<file path="src/rtl/relu_pkg.sv">
`default_nettype none
// ============================================================================
//  Module      : relu_pkg
//  Description : Types and constants shared by the forward ReLU array and
//                the ReLU gradient unit.
//  Revision    : 1.0 - initial release
// ============================================================================
package relu_pkg;

  localparam int TILE_SIZE  = 8;
  localparam int DATA_WIDTH = 32;

  typedef logic signed [DATA_WIDTH-1:0] data_t;
  typedef data_t [TILE_SIZE-1:0]        row_t;
  typedef logic [TILE_SIZE-1:0]         mask_row_t;

endpackage : relu_pkg
`default_nettype wire

</file>
<file path="src/rtl/relu_mask_buffer.sv">
`default_nettype none
// ============================================================================
//  Module      : relu_mask_buffer
//  Description : DEPTH-tile FIFO of ReLU derivative masks. Forward rows are
//                written row by row into the tile at the write pointer; a
//                tile becomes readable only once its last row is written.
//  Revision    : 1.0 - initial release
// ============================================================================
module relu_mask_buffer
  import relu_pkg::*;
#(
  parameter int SIZE  = TILE_SIZE,
  parameter int DEPTH = 2,
  parameter int CNT_W = $clog2(DEPTH + 1)
) (
  input  logic             clk,
  input  logic             rst_n,
  input  logic             wr_en,
  input  logic [SIZE-1:0]  wr_mask,
  input  logic             rd_en,
  output logic [SIZE-1:0]  rd_mask,
  output logic             rd_last,
  output logic [CNT_W-1:0] mask_count
);

  localparam int PTR_W = (DEPTH > 1) ? $clog2(DEPTH) : 1;
  localparam int ROW_W = (SIZE > 1) ? $clog2(SIZE) : 1;

  localparam logic [ROW_W-1:0] C_LAST_ROW = ROW_W'(SIZE - 1);
  localparam logic [PTR_W-1:0] C_LAST_PTR = PTR_W'(DEPTH - 1);

  logic [SIZE-1:0]  r_mask [DEPTH][SIZE];
  logic [ROW_W-1:0] r_fwd_row;
  logic [ROW_W-1:0] r_bwd_row;
  logic [PTR_W-1:0] r_wr_ptr;
  logic [PTR_W-1:0] r_rd_ptr;
  logic [CNT_W-1:0] r_count;

  logic w_commit;
  logic w_release;

  function automatic logic [PTR_W-1:0] f_next_ptr(input logic [PTR_W-1:0] p);
    return (p == C_LAST_PTR) ? '0 : p + 1'b1;
  endfunction

  assign w_commit   = wr_en && (r_fwd_row == C_LAST_ROW);
  assign w_release  = rd_en && (r_bwd_row == C_LAST_ROW);

  assign rd_mask    = r_mask[r_rd_ptr][r_bwd_row];
  assign rd_last    = (r_bwd_row == C_LAST_ROW);
  assign mask_count = r_count;

  // Mask storage: one row of bits written per accepted forward row.
  always_ff @(posedge clk or negedge rst_n) begin
    if (!rst_n) begin
      for (int t = 0; t < DEPTH; t++) begin
        for (int r = 0; r < SIZE; r++) begin
          r_mask[t][r] <= '0;
        end
      end
    end else if (wr_en) begin
      r_mask[r_wr_ptr][r_fwd_row] <= wr_mask;
    end
  end

  // Forward row counter and write pointer; the pointer moves on tile commit.
  always_ff @(posedge clk or negedge rst_n) begin
    if (!rst_n) begin
      r_fwd_row <= '0;
      r_wr_ptr  <= '0;
    end else if (wr_en) begin
      r_fwd_row <= w_commit ? '0 : r_fwd_row + 1'b1;
      if (w_commit) begin
        r_wr_ptr <= f_next_ptr(r_wr_ptr);
      end
    end
  end

  // Backward row counter and read pointer; the pointer moves on tile release.
  always_ff @(posedge clk or negedge rst_n) begin
    if (!rst_n) begin
      r_bwd_row <= '0;
      r_rd_ptr  <= '0;
    end else if (rd_en) begin
      r_bwd_row <= w_release ? '0 : r_bwd_row + 1'b1;
      if (w_release) begin
        r_rd_ptr <= f_next_ptr(r_rd_ptr);
      end
    end
  end

  // Committed-tile count; a commit and a release in the same cycle cancel.
  always_ff @(posedge clk or negedge rst_n) begin
    if (!rst_n) begin
      r_count <= '0;
    end else begin
      case ({w_commit, w_release})
        2'b10:   r_count <= r_count + 1'b1;
        2'b01:   r_count <= r_count - 1'b1;
        default: r_count <= r_count;
      endcase
    end
  end

endmodule : relu_mask_buffer
`default_nettype wire

</file>
<file path="src/rtl/relu_grad_unit.sv">
`default_nettype none
// ============================================================================
//  Module      : relu_grad_unit
//  Description : Backward-pass ReLU. Captures the derivative mask of each
//                forward tile and applies it to the matching gradient rows,
//                passing gradients where the pre-activation was positive.
//  Revision    : 1.0 - initial release
// ============================================================================
module relu_grad_unit
  import relu_pkg::*;
#(
  parameter int SIZE   = TILE_SIZE,
  parameter int DATA_W = DATA_WIDTH,
  parameter int DEPTH  = 2
) (
  input  logic                          clk,
  input  logic                          rst_n,
  input  logic                          fwd_valid,
  output logic                          fwd_ready,
  input  logic [SIZE-1:0][DATA_W-1:0]   fwd_row,
  input  logic                          grad_valid,
  output logic                          grad_ready,
  input  logic [SIZE-1:0][DATA_W-1:0]   grad_row,
  output logic                          out_valid,
  input  logic                          out_ready,
  output logic [SIZE-1:0][DATA_W-1:0]   out_row,
  output logic                          out_last,
  output logic [$clog2(DEPTH+1)-1:0]    mask_count
);

  localparam int CNT_W = $clog2(DEPTH + 1);

  logic                        w_fwd_fire;
  logic                        w_grad_fire;
  logic [SIZE-1:0]             w_fwd_mask;
  logic [SIZE-1:0]             w_rd_mask;
  logic                        w_rd_last;
  logic [SIZE-1:0][DATA_W-1:0] w_gated;

  logic                        r_out_valid;
  logic [SIZE-1:0][DATA_W-1:0] r_out_row;
  logic                        r_out_last;

  // Forward side stalls only when every tile slot holds a committed mask.
  assign fwd_ready   = (mask_count < CNT_W'(DEPTH));
  assign grad_ready  = (mask_count != '0) && (!r_out_valid || out_ready);
  assign w_fwd_fire  = fwd_valid && fwd_ready;
  assign w_grad_fire = grad_valid && grad_ready;

  generate
    for (genvar j = 0; j < SIZE; j++) begin : g_lane
      // Strictly positive: sign bit clear and not all zeros.
      assign w_fwd_mask[j] = !fwd_row[j][DATA_W-1] && (|fwd_row[j]);
      assign w_gated[j]    = w_rd_mask[j] ? grad_row[j] : '0;
    end
  endgenerate

  relu_mask_buffer #(
    .SIZE  (SIZE),
    .DEPTH (DEPTH),
    .CNT_W (CNT_W)
  ) u_mask_buffer (
    .clk        (clk),
    .rst_n      (rst_n),
    .wr_en      (w_fwd_fire),
    .wr_mask    (w_fwd_mask),
    .rd_en      (w_grad_fire),
    .rd_mask    (w_rd_mask),
    .rd_last    (w_rd_last),
    .mask_count (mask_count)
  );

  // Output register: load on accept, hold under backpressure, clear on drain.
  always_ff @(posedge clk or negedge rst_n) begin
    if (!rst_n) begin
      r_out_valid <= 1'b0;
      r_out_row   <= '0;
      r_out_last  <= 1'b0;
    end else if (w_grad_fire) begin
      r_out_valid <= 1'b1;
      r_out_row   <= w_gated;
      r_out_last  <= w_rd_last;
    end else if (out_ready) begin
      r_out_valid <= 1'b0;
    end
  end

  assign out_valid = r_out_valid;
  assign out_row   = r_out_row;
  assign out_last  = r_out_last;

endmodule : relu_grad_unit
`default_nettype wire

</file>
<file path="config.mk">
export PLATFORM = sky130hd
export DESIGN_NAME = relu_grad_unit
export DESIGN_NICKNAME = d
export VERILOG_FILES = /design/src/rtl/relu_pkg.sv /design/src/rtl/relu_mask_buffer.sv /design/src/rtl/relu_grad_unit.sv
export SDC_FILE = /design/constraint.sdc
export NUM_CORES = 1
export LEC_CHECK = 0
export ABC_AREA = 0
export CAP_MARGIN = 20
export CORE_AREA = 10 10 296 298
export CTS_BUF_LIST = sky130_fd_sc_hd__clkbuf_8
export DETAILED_ROUTE_END_ITERATION = 16
export DIE_AREA = 0 0 306 308
export GPL_ROUTABILITY_DRIVEN = 0
export PLACE_DENSITY = 0.51
export SLEW_MARGIN = 10
export SYNTH_ARGS = -nofsm -noshare
export SYNTH_HDL_FRONTEND = slang
export SYNTH_SLANG_ARGS = --single-unit
</file>
<file path="constraint.sdc">
create_clock -name clk -period 5.75 [get_ports clk]
set_clock_uncertainty 0.15 [all_clocks]
set_input_delay 0.8625 -clock clk [delete_from_list [all_inputs] [get_ports clk]]
set_output_delay 0.8625 -clock clk [all_outputs]
set_load 0.05 [all_outputs]
</file>
==> results of run 1 <==
## flip-flops by register name (all words and copies together), names as in the netlist
register and flops:
u_mask_buffer.r_wr_ptr 1, u_mask_buffer.r_fwd_row 3, u_mask_buffer.mask_count 2, u_mask_buffer.r_bwd_row 3
u_mask_buffer.r_mask 128, u_mask_buffer.r_rd_ptr 1, out_last 1, out_row 256
out_valid 1
## final cells by class
| cell class | count | area (um2) | share of cell area |
|---|---|---|---|
| clock inverters | 34 | 150.1 | 0.005252 |
| multi-input cells | 1152 | 7781 | 0.2722 |
| well taps | 1070 | 1339 | 0.04683 |
| flip-flops and latches | 396 | 9913 | 0.3468 |
| diodes | 2 | 5.005 | 0.0001751 |
| clock buffers | 92 | 1266 | 0.04429 |
| inverters | 3 | 11.26 | 0.0003939 |
| repair buffers | 812 | 8123 | 0.2841 |
## power breakdown
group	internal (W)	switching, W
sequential	0.00376	0.000663
clock	0.00143	0.00123
combinational	0.00268	0.00529
total	0.00788	0.00719
## placed cells by master, fill, tap and decap left out, drive strengths merged, types with 2 or more instances in the layout
cell	Yosys	layout
nor2	6	6
nor2b	9	9
xnor2	5	5
and4	8	8
nand2b	4	4
nor3	3	3
nor3b	3	3
nand3	35	35
nand3b	36	36
mux2i	20	20
clkbuf	90	92
ha	5	5
mux4	22	22
diode	0	2
nand2	502	502
a221oi	7	7
mux2	135	135
o221ai	33	33
a21o	2	2
a41oi	8	8
or4	8	8
or2	7	7
clkinv	0	5
buf	32	35
inv	3	31
nor4	57	57
clkdlybuf4s50	0	777
dfrtp	396	396
o21ai	227	227
a22oi	8	8
## per-stage QoR
stage	total power (W)	instances	cell area, um2
3_3_place_gp	0.01244	3432	27160
4_1_cts	0.01536	3558	28580
2_1_floorplan	0.009649	1673	18330
6_report	0.01506	3561	28590
5_1_grt	0.01591	3560	28590
3_5_place_dp	0.01258	3432	27160
## cell usage after synthesis (all sizes together), types with 6 or more instances
cell type | instances | area (um2)
nor4 | 57 | 362.8
a41oi | 8 | 70.07
clkbuf | 90 | 339.1
mux2i | 20 | 200.2
a221oi | 7 | 67.56
nand3 | 35 | 175.2
mux2 | 135 | 1535
o21ai | 227 | 1812
mux4 | 22 | 521.8
nor2b | 9 | 56.30
a22oi | 8 | 121.4
or4 | 8 | 60.06
dfrtp | 396 | 9910
buf | 32 | 310.3
nand3b | 36 | 270.3
o221ai | 33 | 289.0
nor2 | 6 | 22.52
nand2 | 502 | 1884
and4 | 8 | 70.07
or2 | 7 | 43.80
## cells by family (layout without fill, tap and decap cells)
group	Yosys count	count (layout)
buffers and inverters	125	941
muxes	177	177
and+or+nand+nor	680	680
adders and majority gates	5	5
other	0	2
DFF	396	396
AOI/OAI and AO/OA	285	285
xor gates and xnor gates	5	5
## routing by layer
| layer | wire length, um | up-vias | share of wire |
|---|---|---|---|
| met1 | 30280 | 7847 | 0.40 |
| met2 | 36810 | 576 | 0.49 |
| met4 | 1803 | 12 | 0.024 |
| met3 | 5995 | 119 | 0.080 |
| li1 | - | 7426 | - |
| met5 | 86 | - | 0.0011 |
## worst paths after layout
| kind | end | from | slack, ns |
|---|---|---|---|
| min | u_mask_buffer.r_mask[92] | rst_n | 0.09 |
| max in group asynchronous | out_row[35] | rst_n | 4.01 |
| max reg2reg | out_row[97] | u_mask_buffer.r_rd_ptr | 2.25 |
| max | grad_ready | out_ready | 2.24 |
| min reg2reg | out_row[27] | out_row[27] | 0.32 |
| min in group clk | out_row[27] | out_row[27] | 0.32 |
==> impl_summary.md, run 1 <==
Min path
The classification of the worst-slack hold path is input port to async pin.

Logic synthesis
For this run, the leading register cell type out of synthesis is dfrtp_1. The flip-flop and latch count after synthesis is 396. The combinational family with the most area after synthesis is simple AND/OR/NAND/NOR gates. After technology mapping, the gate count stands at 1673. The xor and xnor area share after synthesis is 0.002389. Of the total synthesized cell area, the portion taken by full adders, half adders and majority gates is 0.003413. The sequential share of the synthesized area is 0.5407.

The share of synthesized area spent on multiplexers is 0.1231. The area fraction in and, or, nand and nor cells after synthesis is 0.1648. For this run, asynchronously set or reset flops after synthesis account for 1.000. The total standard cell area after synthesis is 18330 um2.

When the netlist entered floorplanning its net count stood at 2195. The synthesized-area fraction occupied by ao, oa, aoi and oai cells is 0.1296. The total of warnings raised by yosys is 0. A synthesized cell averages 10.96 um2.

The netlist uses 42 different library cells. The number of enable-type register cells in the synthesized netlist is 0.

Floorplanning
The number of top-level pins is 779. The width of the die is 306 um. The area of the die is 94250 um2.

From bottom edge to top edge, the die measures 308 um. The placeable core region is 81580 um2. The initial utilization of the core area, before any placement, comes to 0.2247.

In this run the core area contains 105 standard-cell rows.

Worst setup path
The cell type group with the largest total delay on the critical path is buffers and inverters. Measured in cells, the most critical reg-to-reg path has a length of 5. The critical path runs through a total of 4 cells. The most frequent cell on the critical path is clkdlybuf4s50_1.

STA classifies the critical path endpoint as a primary output. The critical path data arrival time is 2.49 ns. The critical path is of the input port to primary output type. The signal on the critical path passes through clkdlybuf4s50_1 -> nor2b_1 -> nor2_1 -> clkdlybuf4s50_1.

The number of buffer and inverter stages on the critical path is 2. On the worst path, the slowest cell contributes a delay of 0.84 ns. The slowest library cell on the worst path is clkdlybuf4s50_1. The data required time at the worst endpoint is 4.74 ns. STA classifies the critical path startpoint as an input port.

Along the worst path, the maximum fanout reaches 3.

Clock tree
The count of clock tree sinks is 396. For the worst-skew pair, the clock arrives at the later sink with an insertion delay of 0.63 ns. The TritonCTS clock tree is yes. Counting the buffers created by CTS gives 77. Counting along the longest clock path gives a buffer depth of 3. Clock-pin slew was measured on the worst setup and hold paths at 0.06 ns. The count of buffers added by post-CTS timing repair for setup is 0. The H-tree generated during clock tree synthesis spans 3 levels. The count of cells resized by post-cts repair is 0. The total of hold buffers inserted after clock tree synthesis is 0.

The clock tree root buffer cell is clkbuf_8.

GRT
In the global route stage, met1 resource usage came out at 0.1783. The global-route wire length before repair is 110900 um. Entering global routing, the biggest net connects 146 pins. The number of global-route vias before repair is 17180. The met3 track demand over resource in global routing is 0.05289. The busiest metal layer after global routing is met2. Across every metal layer, demand over resource in global routing totals 0.1520.

After global routing the overflow that remains totals 0. The global routing usage on met2 is 0.2582. The initial antenna violation count is 8.

Timing
For the final routed database, the setup TNS stands at 0 ns. The worst pin sits at a relative slew slack of 0.3323. The final-report max-slew violation count was 0. The final critical-path share of the clock period is 0.6099. The final period demand of the worst path is 3.507 ns. The worst-case setup margin in the final layout is 2.243 ns. The final-report setup violation count is 0. The final number of hold-violating endpoints is 0. For this run, the top clock speed supported by timing is 0.2851 GHz. Setup repair after global routing left no endpoint under its margin.

The tightest hold path in the finished design has a slack of 0.09113 ns. The actual slew at the worst max-slew pin is 1.001 ns.

Route
The pre-antenna-repair detailed-routing pass consisted of 5 iterations. The residual antenna-violating net count after detailed routing is 0. The first routing iteration left 723 violations. The overall routed net length is 74970 um. The average routed wire per standard cell is 21.05 um. The post-detailed-route DRC marker count is 0. The via density per instance is 4.488.

For this block, the via count after detailed routing is 15980.

Placement
The number of port buffers is 778. The pre-CTS worst setup slack is 2.208 ns. Detailed placement finished with a half-perimeter wire length of 55340 um.

Power
The total power divided by cell area is 526.9 nW/um2. The worst-case IR drop observed on VDD is 0.2856 mV. Summed over all cells, the static leakage comes to 12.09 nW.

Layout
Measured on the finished design, the core utilization comes to 0.3504. Fill cells in the final layout number 8090. At the end of the flow, the number of nets in the layout was 2964. The post-synthesis to final-layout area growth is 55.98%.

In the final layout, the share of cells above drive strength 1 is 0.1928.

Run status
The run finished with clean final reports.

Flow run
The tool flagged a number of max-cap violations equal to 0.
(Power assumes the default switching activity.)
==> inputs of run 2 (changes only) <==
--- a/config.mk
+++ b/config.mk
@@ -12,7 +12,7 @@
 export DETAILED_ROUTE_END_ITERATION = 16
 export DIE_AREA = 0 0 306 308
 export GPL_ROUTABILITY_DRIVEN = 0
-export PLACE_DENSITY = 0.51
+export PLACE_DENSITY = 0.53
 export SLEW_MARGIN = 10
 export SYNTH_ARGS = -nofsm -noshare
 export SYNTH_HDL_FRONTEND = slang
==> constraint.sdc (replaced) <==
create_clock -name clk -period 3 [get_ports clk]
set_clock_uncertainty 0.15 [all_clocks]
set_input_delay 0.45 -clock clk [delete_from_list [all_inputs] [get_ports clk]]
set_output_delay 0.45 -clock clk [all_outputs]
set_load 0.05 [all_outputs]
==> run 2 against run 1 <==
  * Combinational power rose by 98%
  * Cell count rose by 1.1%
  * Final area rose by 2.1%
  * Die area did not move
  * Global-route usage barely moved
  * Register-to-register slack got worse by 1.9 ns
  * Worst setup slack got worse by 2.1 ns
  * Critical path depth fell by 3
  * Critical endpoint is now mask_count[1]
==> impl_summary.md, run 2 (synthesis results as in run 1) <==
Clock tree
The clock transition at the register clock pins on the worst setup and hold paths after CTS is 0.07 ns. CTS saw 396 sinks. Clock tree synthesis selected as its root buffer the cell clkbuf_8. The TritonCTS clock tree is yes. Counting along the longest clock path gives a buffer depth of 3.

The level count of the clock H-tree is 3. The number of clock buffers inserted by TritonCTS is 79. The clock latency at the later pin of the worst-skew pair is 0.65 ns.

Worst setup path
The critical path data arrival time is 2.30 ns. In this run the worst path has a maximum fanout of 6. At the worst endpoint, the required time is 2.40 ns.

The startpoint type of the worst setup path is a flip-flop. The category of the critical setup timing path is flip-flop to primary output. The kind of end point of the critical path is a primary output. The signal on the critical path passes through clkdlybuf4s50_1.

The cell family contributing the most delay on the critical path is buffers and inverters. The worst stage delay on the critical path is 0.99 ns. Counting both buffers and inverters, the worst setup path holds a total of 1. The slowest library cell on the worst path is clkdlybuf4s50_1.

Power
The analysis attributes to net switching a power of 0.01403 W. Of the total power, the clock network draws 0.190. The register share of total power is 0.281. The analysis attributes to cell leakage a power of 12.41 nW. The relative contribution of combinational cells to total power is 0.529. Cell internal power was estimated by the tool at 0.01590 W. The peak ir drop on the vdd network is 0.5845 mV.

The share of total power consumed by net switching is 0.4688. Total power for the finished layout comes to 0.02994 W. The total power divided by cell area is 1025 nW/um2.

Timing
Setup repair after global routing left no endpoint under its margin. The final-report setup violation count is 0. The final period demand of the worst path is 2.898 ns.

In the finished design, the share of the clock period the worst path needs comes to 0.9661. The achievable clock frequency is 0.3450 GHz. In the final timing run, aggregate negative setup slack is 0 ns. Headroom to the max-slew limit came out at 0.5494. The final number of hold-violating endpoints is 0. The actual slew at the worst max-slew pin is 0.6738 ns. The final-report max-slew violation count was 0.

Layout
The library cell used most frequently in the layout, excluding fill and tap cells, is clkdlybuf4s50_1. After filler insertion, the fill cell instance count of the layout stands at 8125. The number of flip-flops in the largest register is 256. The area growth from synthesis to layout is 59.32%.

In the final design database the tool counted 2990 nets. The top cell types in the final layout, fill and taps aside, are clkdlybuf4s50_1 (775), nand2_1 (502), dfrtp_1 (394), o21ai_2 (180), mux2_2 (131). The share of layout cells above drive strength 1 is 0.2037.

The final core utilization is 0.3579.

Route
The average routed wire per standard cell is 20.82 um. The overall routed net length is 74970 um. The via density per instance is 4.465. The count of nets left with antenna violations once routing finished came out at 0. The first-iteration detailed-routing DRC count is 711. In the routed design, unresolved DRC markers number 0.

The via total after detailed routing is 16080. Before antenna repair, the detailed router went through 6 iterations.

Flow run
The number of maximum-capacitance constraint violations is 0.

Floorplanning
The vertical extent of the die is 308 um. The total number of placement rows is 105. For this configuration, the core starts out at a cell density of 0.2247. The die covers 94250 um2. The placeable core region is 81580 um2.

During I/O placement, the number of pins put on the boundary was 779. The width of the die is 306 um.

GRT
The overall overflow remaining after global route is 0. Entering global routing, the biggest net connects 102 pins. The total routing usage reported by global routing is 0.1518.

The initial antenna violation count is 8. The global-route wire length before repair is 111000 um. The number of global-route vias before repair is 17190.

Placement
The number of port buffers is 778. Once detailed placement completed, the half-perimeter wirelength came to 55730 um.

Min path
The min-delay analysis places its worst path in the category input port to async pin.

Run status
The flow ran to the end, and the final reports show no timing, DRC or antenna violations.
[run 2: what timing repair did]
item	4_1_cts	5_1_grt
setup buffers	0	0
hold endpoints to repair	396	0
setup endpoints to repair	1	0
resized for setup	1	0
hold buffers	1	0
[run 2: worst reg2reg max path: cells and delay by family (launching register included)]
kind            cells  cell delay [ns]
flops               1             0.63
mux                 2             0.79
buf+inv             2             0.50
compound gates      2             0.45
[run 2: power by group through the flow]
stage	sequential, W	combinational (W)	clock, W
6_report	0.00841	0.0158	0.00568
5_1_grt	0.00866	0.0167	0.00616
4_1_cts	0.00843	0.0161	0.00594
3_5_place_dp	0.00850	0.0161	0
3_3_place_gp	0.00843	0.0160	0
2_1_floorplan	0.0131	0.00537	0
[run 2: layer usage]
metal,up-vias,wire length (um),track usage
met1,7872,30030,0.1785
li1,7491,-,-
met3,96,6323,0.05255
met2,608,37250,0.2608
met4,10,1291,0.03991
met5,-,73,0
[run 2: area by class of cell]
class | instances | area, um2 | area share
Antenna cell | 3 | 7.507 | 0.0002571
Clock buffer | 93 | 1280 | 0.04383
Clock inverter | 48 | 331.6 | 0.01135
Inverter | 3 | 11.26 | 0.0003856
Multi-Input combinational cell | 1152 | 7781 | 0.2665
Sequential cell | 396 | 9912 | 0.3394
Tap cell | 1070 | 1339 | 0.04585
Timing Repair Buffer | 836 | 8539 | 0.2924
[run 2: stage by stage]
step | setup WS [ns] | area (um2) | hold slack [ns] | cells
after floorplan | 0.6799 | 18330 | 0.004409 | 1673
after global placement | 0.3152 | 27570 | 0.1466 | 3456
after detailed placement | 0.2897 | 27570 | 0.1414 | 3456
after CTS | 0.01449 | 29190 | 0.01020 | 3598
after global routing | 0.01897 | 29200 | 0.05769 | 3601
final | 0.1018 | 29200 | 0.07724 | 3601
[run 2: path summary, 6_finish.rpt]
path / startpoint / cells after the start / slack [ns] / endpoint
worst min-delay path: rst_n / 2 / 0.08 / u_mask_buffer.r_mask[15]
min in group clk: grad_row[105] / 3 / 0.18 / out_row[105]
worst max register to register: u_mask_buffer.r_rd_ptr / 6 / 0.37 / out_row[32]
max in group asynchronous: rst_n / 3 / 1.78 / out_row[146]
worst max-delay path: u_mask_buffer.mask_count[1] / 1 / 0.10 / mask_count[1]
worst min register to register: out_row[13] / 2 / 0.32 / out_row[13]
==> inputs of run 3 (changes only) <==
--- a/config.mk
+++ b/config.mk
@@ -12,7 +12,9 @@
 export DETAILED_ROUTE_END_ITERATION = 16
 export DIE_AREA = 0 0 306 308
 export GPL_ROUTABILITY_DRIVEN = 0
+export HOLD_SLACK_MARGIN = 0.12
 export PLACE_DENSITY = 0.53
+export SKIP_CTS_REPAIR_TIMING = 1
 export SLEW_MARGIN = 10
 export SYNTH_ARGS = -nofsm -noshare
 export SYNTH_HDL_FRONTEND = slang
==> constraint.sdc (replaced) <==
create_clock -name clk -period 2.37 [get_ports clk]
set_clock_uncertainty 0.15 [all_clocks]
set_input_delay 0.3555 -clock clk [delete_from_list [all_inputs] [get_ports clk]]
set_output_delay 0.3555 -clock clk [all_outputs]
set_load 0.05 [all_outputs]
==> run 3 against run 2 <==
  * The run now ends with negative setup slack left
  * Clock power grew 16%
  * Sequential power rose by 25%
  * Wire length up 5.7%
  * Worst setup slack lost 0.14 ns
  * Global-route usage about the same
  * Combinational power grew 41%
  * Clock-buffer cell count is 3 lower
  * Die area unchanged
  * Largest cell class is now non-clock buffers
==> impl_summary.md, run 3 (synthesis results as in run 1) <==
Run status
The flow ran to the end, but the final reports show violations. The checks that failed: negative setup slack.

Power
For this design the ratio of total power to cell area is 1225 nW/um2. The internal power of the cells is 0.02122 W. Of the total power, registers draw 0.267. The share of total power consumed by net switching is 0.4618. The net switching power is 0.01821 W.

The clock network power share is 0.167. Across the VDD grid, the largest voltage drop is 0.5609 mV. The leakage power is 17.69 nW. The relative contribution of combinational cells to total power is 0.566.

Worst setup path
The critical path is of the flip-flop to flip-flop type. Data on the critical path is required at its endpoint by 2.74 ns. The largest individual stage delay along the critical path comes from the cell mux4_2.

On the worst path, the slowest cell contributes a delay of 0.52 ns. The startpoint of the worst register-to-register path is u_mask_buffer.r_rd_ptr. The critical path data arrival time is 2.78 ns. The worst setup path startpoint is u_mask_buffer.r_rd_ptr. The worst-path maximum fanout is 8. The kind of end point of the critical path is a flip-flop. The worst setup path is launched from a flip-flop. Walking the worst path, the cells encountered are buf_4 -> mux4_2 -> mux2_4 -> a22oi_2 -> buf_6 -> buf_4 -> buf_6 -> o21ai_2.

Layout
In the final layout, the share of cells above drive strength 1 is 0.2179. The library cells used most frequently in the layout, excluding fill and tap cells, are clkdlybuf4s50_1 (521), nand2_1 (502), dfrtp_1 (394), dlymetal6s2s_1 (249), o21ai_2 (184). Leaving out fill and tap cells, the most frequent cell in the layout is clkdlybuf4s50_1.

The final core utilization is 0.3945. The summed area of non-filler cells in the final layout is 32180 um2. The filler cell count in the final layout is 7839.

The register with the most flip-flops in the layout has 256 of them. The layout net count is 3216. The post-synthesis to final-layout area growth is 75.60%.

Route
For this block, the routed nets add up to 79250 um of wire. The residual antenna-violating net count after detailed routing is 0. The first-iteration detailed-routing DRC count is 765. The number of detailed-route iterations in the first pass is 6.

After detailed routing, the number of remaining DRC violations is 0. The via density per instance is 4.458. Dividing the detail-routed wire length by the instance count gives 20.77 um. The via total after detailed routing is 17010.

Floorplanning
The initial cell density of the core is 0.2247. The total number of placement rows is 105. The die covers 94250 um2. The floorplan step set the die height to 308 um.

The placeable core region is 81580 um2. Measured along the x axis, the die boundary spans 306 um. In this run the count of I/O pins placed on the die edge is 779.

Timing
The achievable clock frequency is 0.4153 GHz. The final-report max-slew violation count was 0. The setup TNS is -0.6554 ns. The final number of hold-violating endpoints was 0. The worst hold slack across all endpoints is 0.1329 ns.

Setup repair after global routing could not meet its margin everywhere. The final-report setup violation count is 28. The worst pin sits at a relative slew slack of 0.5616. The actual slew at the worst max-slew pin is 0.6565 ns. Counting I/O delays and the setup requirement, the final critical path takes 2.408 ns.

The worst-case setup margin in the final layout is -0.03807 ns. In the finished design, the share of the clock period the worst path needs comes to 1.016.

GRT
The total routing usage reported by global routing is 0.1517. The number of global-route vias before repair was 17380. The total overflow left after global routing is 0.

The initial antenna violation count is 6. The global-route wire length before repair is 110900 um. Entering global routing, the biggest net connects 70 pins.

Placement
Prior to clock tree synthesis, the placed netlist has a worst setup slack of -0.1835 ns. Once placement finished, the instance area stood at 28050 um2. The HPWL after detailed placement is 57730 um. During placement, the flow inserted port buffers numbering 778.

Clock tree
The clock latency at the later pin of the worst-skew pair is 0.64 ns. In this run the clock root is driven by a clkbuf_8. The clock transition at the register clock pins on the worst setup and hold paths after CTS is 0.06 ns. TritonCTS built the clock tree. The number of clock buffers inserted by TritonCTS is 73. No sink is reached through more buffers than the 3 on the longest clock path. The level count of the clock H-tree is 3. The count of clock tree sinks is 396.

Min path
The worst hold path belongs to the class input port to flip-flop. The launch instance of the worst min-delay path is grad_row[123].

Flow run
The number of maximum-capacitance constraint violations is 0.
run 3: power groups by stage:
stage | clock [W] | combinational, W | sequential (W)
detailed placement | 0 | 0.0208 | 0.0107
floorplan | 0 | 0.00679 | 0.0166
CTS | 0.00689 | 0.0208 | 0.0106
global route | 0.00719 | 0.0235 | 0.0108
global placement | 0 | 0.0206 | 0.0106
finish | 0.00658 | 0.0223 | 0.0105
run 3: area by class of cell:
type                       instances  area, um2  area share
antenna                            2      5.005   0.0001555
inverter                           3      11.26   0.0003499
multi-input combinational       1152       7800      0.2424
tap                             1070       1339     0.04160
clock inverter                    35      209.0    0.006492
sequential                       396       9912      0.3080
timing repair buffer            1068      11670      0.3626
clock buffer                      90       1239     0.03849
run 3: final timing paths:
kind | slack, ns | cells after the start | to
setup / recovery | -0.04 | 8 | out_row[81]
hold reg to reg | 0.32 | 2 | out_row[140]
max in group asynchronous | 1.11 | 3 | out_row[217]
hold / removal | 0.13 | 3 | out_row[123]
setup reg to reg | -0.04 | 8 | out_row[81]
min in group asynchronous | 0.15 | 2 | u_mask_buffer.r_mask[12]
run 3: metrics by stage:
stage                     total power (W)  std cells
final                             0.03942       3816
after floorplan                   0.02341       1673
after global routing              0.04152       3815
after detailed placement          0.03151       3507
after CTS                         0.03836       3632
after global placement            0.03123       3507
run 3: critical path, delay by kind of cell (launching register included):
kind,cells,cell delay [ns]
mux,2,0.79
buf+inv,4,0.66
flops,1,0.42
compound gates,2,0.26
run 3: per-layer routing:
| layer | global-route usage | routed length [um] | share of wire | up-vias |
|---|---|---|---|---|
| li1 | - | - | - | 7943 |
| met1 | 0.1760 | 31830 | 0.40 | 8347 |
| met2 | 0.2635 | 40170 | 0.51 | 584 |
| met3 | 0.05207 | 5623 | 0.071 | 127 |
| met4 | 0.04036 | 1565 | 0.020 | 10 |
| met5 | 0 | 58 | 0.00073 | - |
